**src/rtl/driver_aligned.sv**
```systemverilog
// Stimulus driver that drives operands to the DUT, measures its pipeline latency in-band
// with an all-zero probe, and presents the operands re-aligned to the DUT result.
module driver_aligned #(
  parameter int WIDTH       = 32,
  parameter int NUM_OPS     = 2,
  parameter int MAX_DELAY   = 15,
  parameter int PERIOD_LOG2 = 16
) (
  input  logic                     clk_dut,
  input  logic                     reset_n,
  input  logic [NUM_OPS*WIDTH-1:0] i_rand,
  input  logic [WIDTH-1:0]         i_dut_out,
  input  logic                     i_remeasure,
  output logic [NUM_OPS*WIDTH-1:0] o_drive,
  output logic [NUM_OPS*WIDTH-1:0] o_drive_delayed,
  output logic                     o_delayed_valid,
  output logic [WIDTH-1:0]         o_dut_delay,
  output logic                     o_timeout
);

  localparam int CW = $clog2(MAX_DELAY + 1);
  localparam int BW = NUM_OPS * WIDTH;

  typedef enum logic [4:0] {
    FLUSH = 5'b00001,
    ARM   = 5'b00010,
    COUNT = 5'b00100,
    DONE  = 5'b01000,
    FAIL  = 5'b10000
  } state_e;

  state_e                 state_q, state_d;
  logic [PERIOD_LOG2-1:0] pcnt_q;
  logic [CW-1:0]          cnt_q, cnt_d;
  logic [CW-1:0]          dly_q, dly_d;
  logic [BW-1:0]          a0_q;
  logic [BW-1:0]          stage_q [1:MAX_DELAY];
  logic                   probe;
  logic [BW-1:0]          tapSel;

  assign probe = (state_q == ARM) && (&pcnt_q);

  always_ff @(posedge clk_dut or negedge reset_n) begin
    if (!reset_n) begin
      state_q <= FLUSH;
      pcnt_q  <= '0;
      cnt_q   <= '0;
      dly_q   <= '0;
    end else begin
      state_q <= state_d;
      pcnt_q  <= pcnt_q + PERIOD_LOG2'(1);
      cnt_q   <= cnt_d;
      dly_q   <= dly_d;
    end
  end

  // A zero result is only trusted as the probe echo once FLUSH has seen live data.
  always_comb begin
    state_d = state_q;
    cnt_d   = cnt_q;
    dly_d   = dly_q;
    case (state_q)
      FLUSH: if (i_dut_out != '0) state_d = ARM;
      ARM: begin
        if (&pcnt_q) begin
          state_d = COUNT;
          cnt_d   = '0;
        end
      end
      COUNT: begin
        if (i_dut_out == '0) begin
          state_d = DONE;
          dly_d   = cnt_q;
        end else if (cnt_q == CW'(MAX_DELAY)) begin
          state_d = FAIL;
        end else begin
          cnt_d = cnt_q + CW'(1);
        end
      end
      DONE:    if (i_remeasure) state_d = FLUSH;
      FAIL:    if (i_remeasure) state_d = FLUSH;
      default: state_d = FLUSH;
    endcase
  end

  always_ff @(posedge clk_dut or negedge reset_n) begin
    if (!reset_n) begin
      a0_q <= '0;
      for (int k = 1; k <= MAX_DELAY; k++) stage_q[k] <= '0;
    end else begin
      a0_q       <= probe ? '0 : i_rand;
      stage_q[1] <= a0_q;
      for (int k = 2; k <= MAX_DELAY; k++) stage_q[k] <= stage_q[k-1];
    end
  end

  always_comb begin
    tapSel = a0_q;
    for (int k = 1; k <= MAX_DELAY; k++) begin
      if (dly_q == CW'(k)) tapSel = stage_q[k];
    end
  end

  assign o_drive         = a0_q;
  assign o_drive_delayed = tapSel;
  assign o_delayed_valid = (state_q == DONE);
  assign o_timeout       = (state_q == FAIL);
  assign o_dut_delay     = (state_q == DONE) ? WIDTH'(dly_q) : '1;

endmodule

```
**config.mk**
```make
export PLATFORM = sky130hd
export DESIGN_NAME = driver_aligned
export DESIGN_NICKNAME = d
export VERILOG_FILES = /design/src/rtl/driver_aligned.sv
export SDC_FILE = /design/constraint.sdc
export NUM_CORES = 1
export LEC_CHECK = 0
export ABC_CLOCK_PERIOD_IN_PS = 3200
export CORE_ASPECT_RATIO = 0.9
export CORE_UTILIZATION = 40
export DETAILED_ROUTE_END_ITERATION = 10
export GPL_ROUTABILITY_DRIVEN = 0
export SYNTH_ARGS = -nofsm -noshare
export SYNTH_HDL_FRONTEND = slang
export SYNTH_SLANG_ARGS = --single-unit
```
**constraint.sdc**
```tcl
create_clock -name clk_dut -period 3.2 [get_ports clk_dut]
set_input_delay 0.64 -clock clk_dut [delete_from_list [all_inputs] [get_ports clk_dut]]
set_output_delay 0.64 -clock clk_dut [all_outputs]
set_load 0.03 [all_outputs]
```
==> flow_summary.json <==
{
  "cts_sinks": 1053,
  "cts_tree": "yes",
  "clk_path_buf_depth": 3,
  "syn_nets": 3273,
  "clkLatencyLatePin_ps": 690,
  "worstMarginPinSlew_ps": 737,
  "power_density_mw_per_mm2": 536,
  "timing.setup.tns_ps": -22110,
  "grt_pass1_vias": 28400,
  "h-tree-depth": 3,
  "yosysTopAreaCellShare_pct": 65.6,
  "holdPathStages": 0,
  "overflow": 0,
  "worstPathArrival_ps": 3030,
  "synth-async-reset-ratio_pct": 100,
  "antenna_found_initial": 0,
  "fmax_ghz": 0.272,
  "critPathLaunch": "dly_q[1]$_DFFE_PN0P_",
  "ys_ff_latch": 1053,
  "clk_pin_slew_ps": 60,
  "fin_crit_sh_pct": 115,
  "drive_above_1_share_pct": 25.7,
  "yosysMostFrequentCell": "dfrtp_1",
  "worstSetupStartpointType": "register",
  "crit_required_ps": 2560,
  "die_h_um": 303,
  "synth_commonest_cells": "1052 x dfrtp_1, 201 x nor2_1, 187 x a21oi_1",
  "final_nets": 3713,
  "synthDistinctLibCells": 82,
  "path_max_fanout": 10,
  "peakVddDrop_v": 0.000401,
  "criticalPathCategory": "reg -> out",
  "first_iter_violations": 2472,
  "timing.rr.start": "pcnt_q[0]$_DFF_PN0_",
  "drc_errors": 0,
  "row_count": 109,
  "core_mm2": 0.0989,
  "timing.clock.skew_ps": 32.1,
  "final_max_slew_viol_count": 0,
  "cts_buffers": 105,
  "fillCellCount": 8094,
  "layout_setup_ws_ps": -475,
  "cts_root_buf": "clkbuf_16",
  "min_period_ps": 3670,
  "reg2regPathDepth": 6,
  "end_kind": "primary output",
  "grt_setup_unrepaired": "true",
  "vias": 28200,
  "grt_pass1_wl_um": 177000,
  "die_w_um": 336,
  "min_from": "stage_q[74]$_DFF_PN0_",
  "num_io_pins": 261,
  "violations": "setup timing",
  "syn_area_per_cell_um2": 12.7,
  "hp-class": "reg -> reg",
  "ys_seq_area_share_pct": 65.6,
  "yosysTopAreaCell": "dfrtp_1",
  "yosys-top-cells-area": "dfrtp_1 66%, mux2i_1 3.1%, a21oi_1 2.3%, o21ai_0 2.1%, o22ai_1 1.9%",
  "p_leak_nw": 22.5,
  "port_buffers": 260,
  "initial_utilization_pct": 40.6,
  "ys_warn_count": 0,
  "hold_viol": 0,
  "finalSetupViolCount": 64,
  "syn_to_final_growth_pct": 32.4,
  "grt_use_total_pct": 22.6,
  "ant_nets": 0,
  "avgRoutedWirePerCell_um": 23.4,
  "syn_inst": 3172,
  "fp.dieArea_mm2": 0.102,
  "wirelength_um": 118000,
  "maxCapViolCount": 0,
  "status": "complete, but fails checks",
  "synth_edf_count": 0,
  "yosys_most_used_dff": "dfrtp_1",
  "grt_max_degree": 138,
  "first_pass_iters": 8,
  "slew-limit-headroom_pct": 50.9,
  "place_hpwl_um": 70200,
  "via_per_inst": 5.60,
  "finalPower_mw": 28.5,
  "mappedNetlistArea_mm2": 0.0402
}
==> area by class of cell <==
type / count / area (µm²) / share of cell area [%]
antenna: 1 / 2.50 / 0.00471
inverter: 11 / 76.3 / 0.144
tap: 1332 / 1670 / 3.13
multi-input combinational: 1827 / 13900 / 26.2
timing repair buffer: 614 / 7610 / 14.3
sequential: 1053 / 26400 / 49.6
clock inverter: 33 / 377 / 0.708
clock buffer: 163 / 3160 / 5.94
==> cells in the final DEF, fill, tap and decap left out, types with 91 or more instances in the layout <==
cell type        Yosys  final
buf_12               0     91
dfrtp_1           1052   1048
a21oi_1            187    157
buf_4               69    190
o22ai_1            125    106
clkdlybuf4s50_1      0    192
nand2_1            127    122
mux2i_1            126    125
o21ai_0            171    133
clkbuf_16            0    118
nor2_1             201    182
==> worst max-delay path: stages, from the launching register on <==
cell and delay (ps):
dfrtp_4 530, buf_12 160, buf_16 160, clkinv_8 90
buf_16 150, a211oi_1 100, o31ai_1 260, o2111ai_1 240
a311oi_1 340, buf_4 180, buf_12 110
==> stage by stage <==
step	hold slack (ps)	cells	instance area [µm²]	utilization, %	setup slack, ps
final	350	5034	53200	53.8	-475
after global routing	366	5033	53200	53.8	-546
after CTS	351	4989	51700	52.3	-505
after detailed placement	351	4706	45400	46.0	-247
after global placement	347	4706	45400	46.0	-274
after floorplan	344	3172	40200	-	154
==> report_power, final <==
part	internal [mW]	switching, mW
combinational	0.684	0.811
sequential	14.0	0.471
clock	7.28	5.24
total	22.0	6.52
==> logic make-up after synthesis <==
kind of cell,after synthesis,synth area share (%)
muxes,180,5.33
and+or+nand+nor,685,9.00
DFF,1053,65.6
xor gates and xnor gates,14,0.305
buffers and inverters,294,3.83
adders and majority gates,2,0.0623
AOI/OAI and AO/OA,944,15.9
==> flip-flops by register name, indices dropped and copies added, names as in the netlist <==
register	flops
cnt_q	4
dly_q	4
o_drive	64
pcnt_q	16
stage_q	960
state_q	5
==> layer usage <==
layer	global-route usage [%]	wire (µm)	vias up
met4	5.83	2870	0
met1	33.1	53500	14600
met2	35.2	55300	950
li1	-	-	12500
met3	3.45	6270	196
met5	0	0	-
==> final timing paths <==
kind                                     endpoint  slack [ps]
max                           o_drive_delayed[20]        -470
min                         stage_q[10]$_DFF_PN0_         350
max reg2reg                 o_drive[38]$_DFF_PN0_        1030
min reg2reg                 stage_q[10]$_DFF_PN0_         350
max in group asynchronous  stage_q[706]$_DFF_PN0_        1590
min in group asynchronous  stage_q[311]$_DFF_PN0_         450
==> repair_timing <==
action | in CTS | in global routing
hold buffers | 1 | 0
resized for setup | 322 | 223
pin swaps | 82 | 119
gates cloned | 29 | 15
setup endpoints to repair | 65 | 64
hold endpoints to repair | 13 | 0
buffers inserted | 57 | 40
No activity file was read; power rests on OpenSTA's default activity.
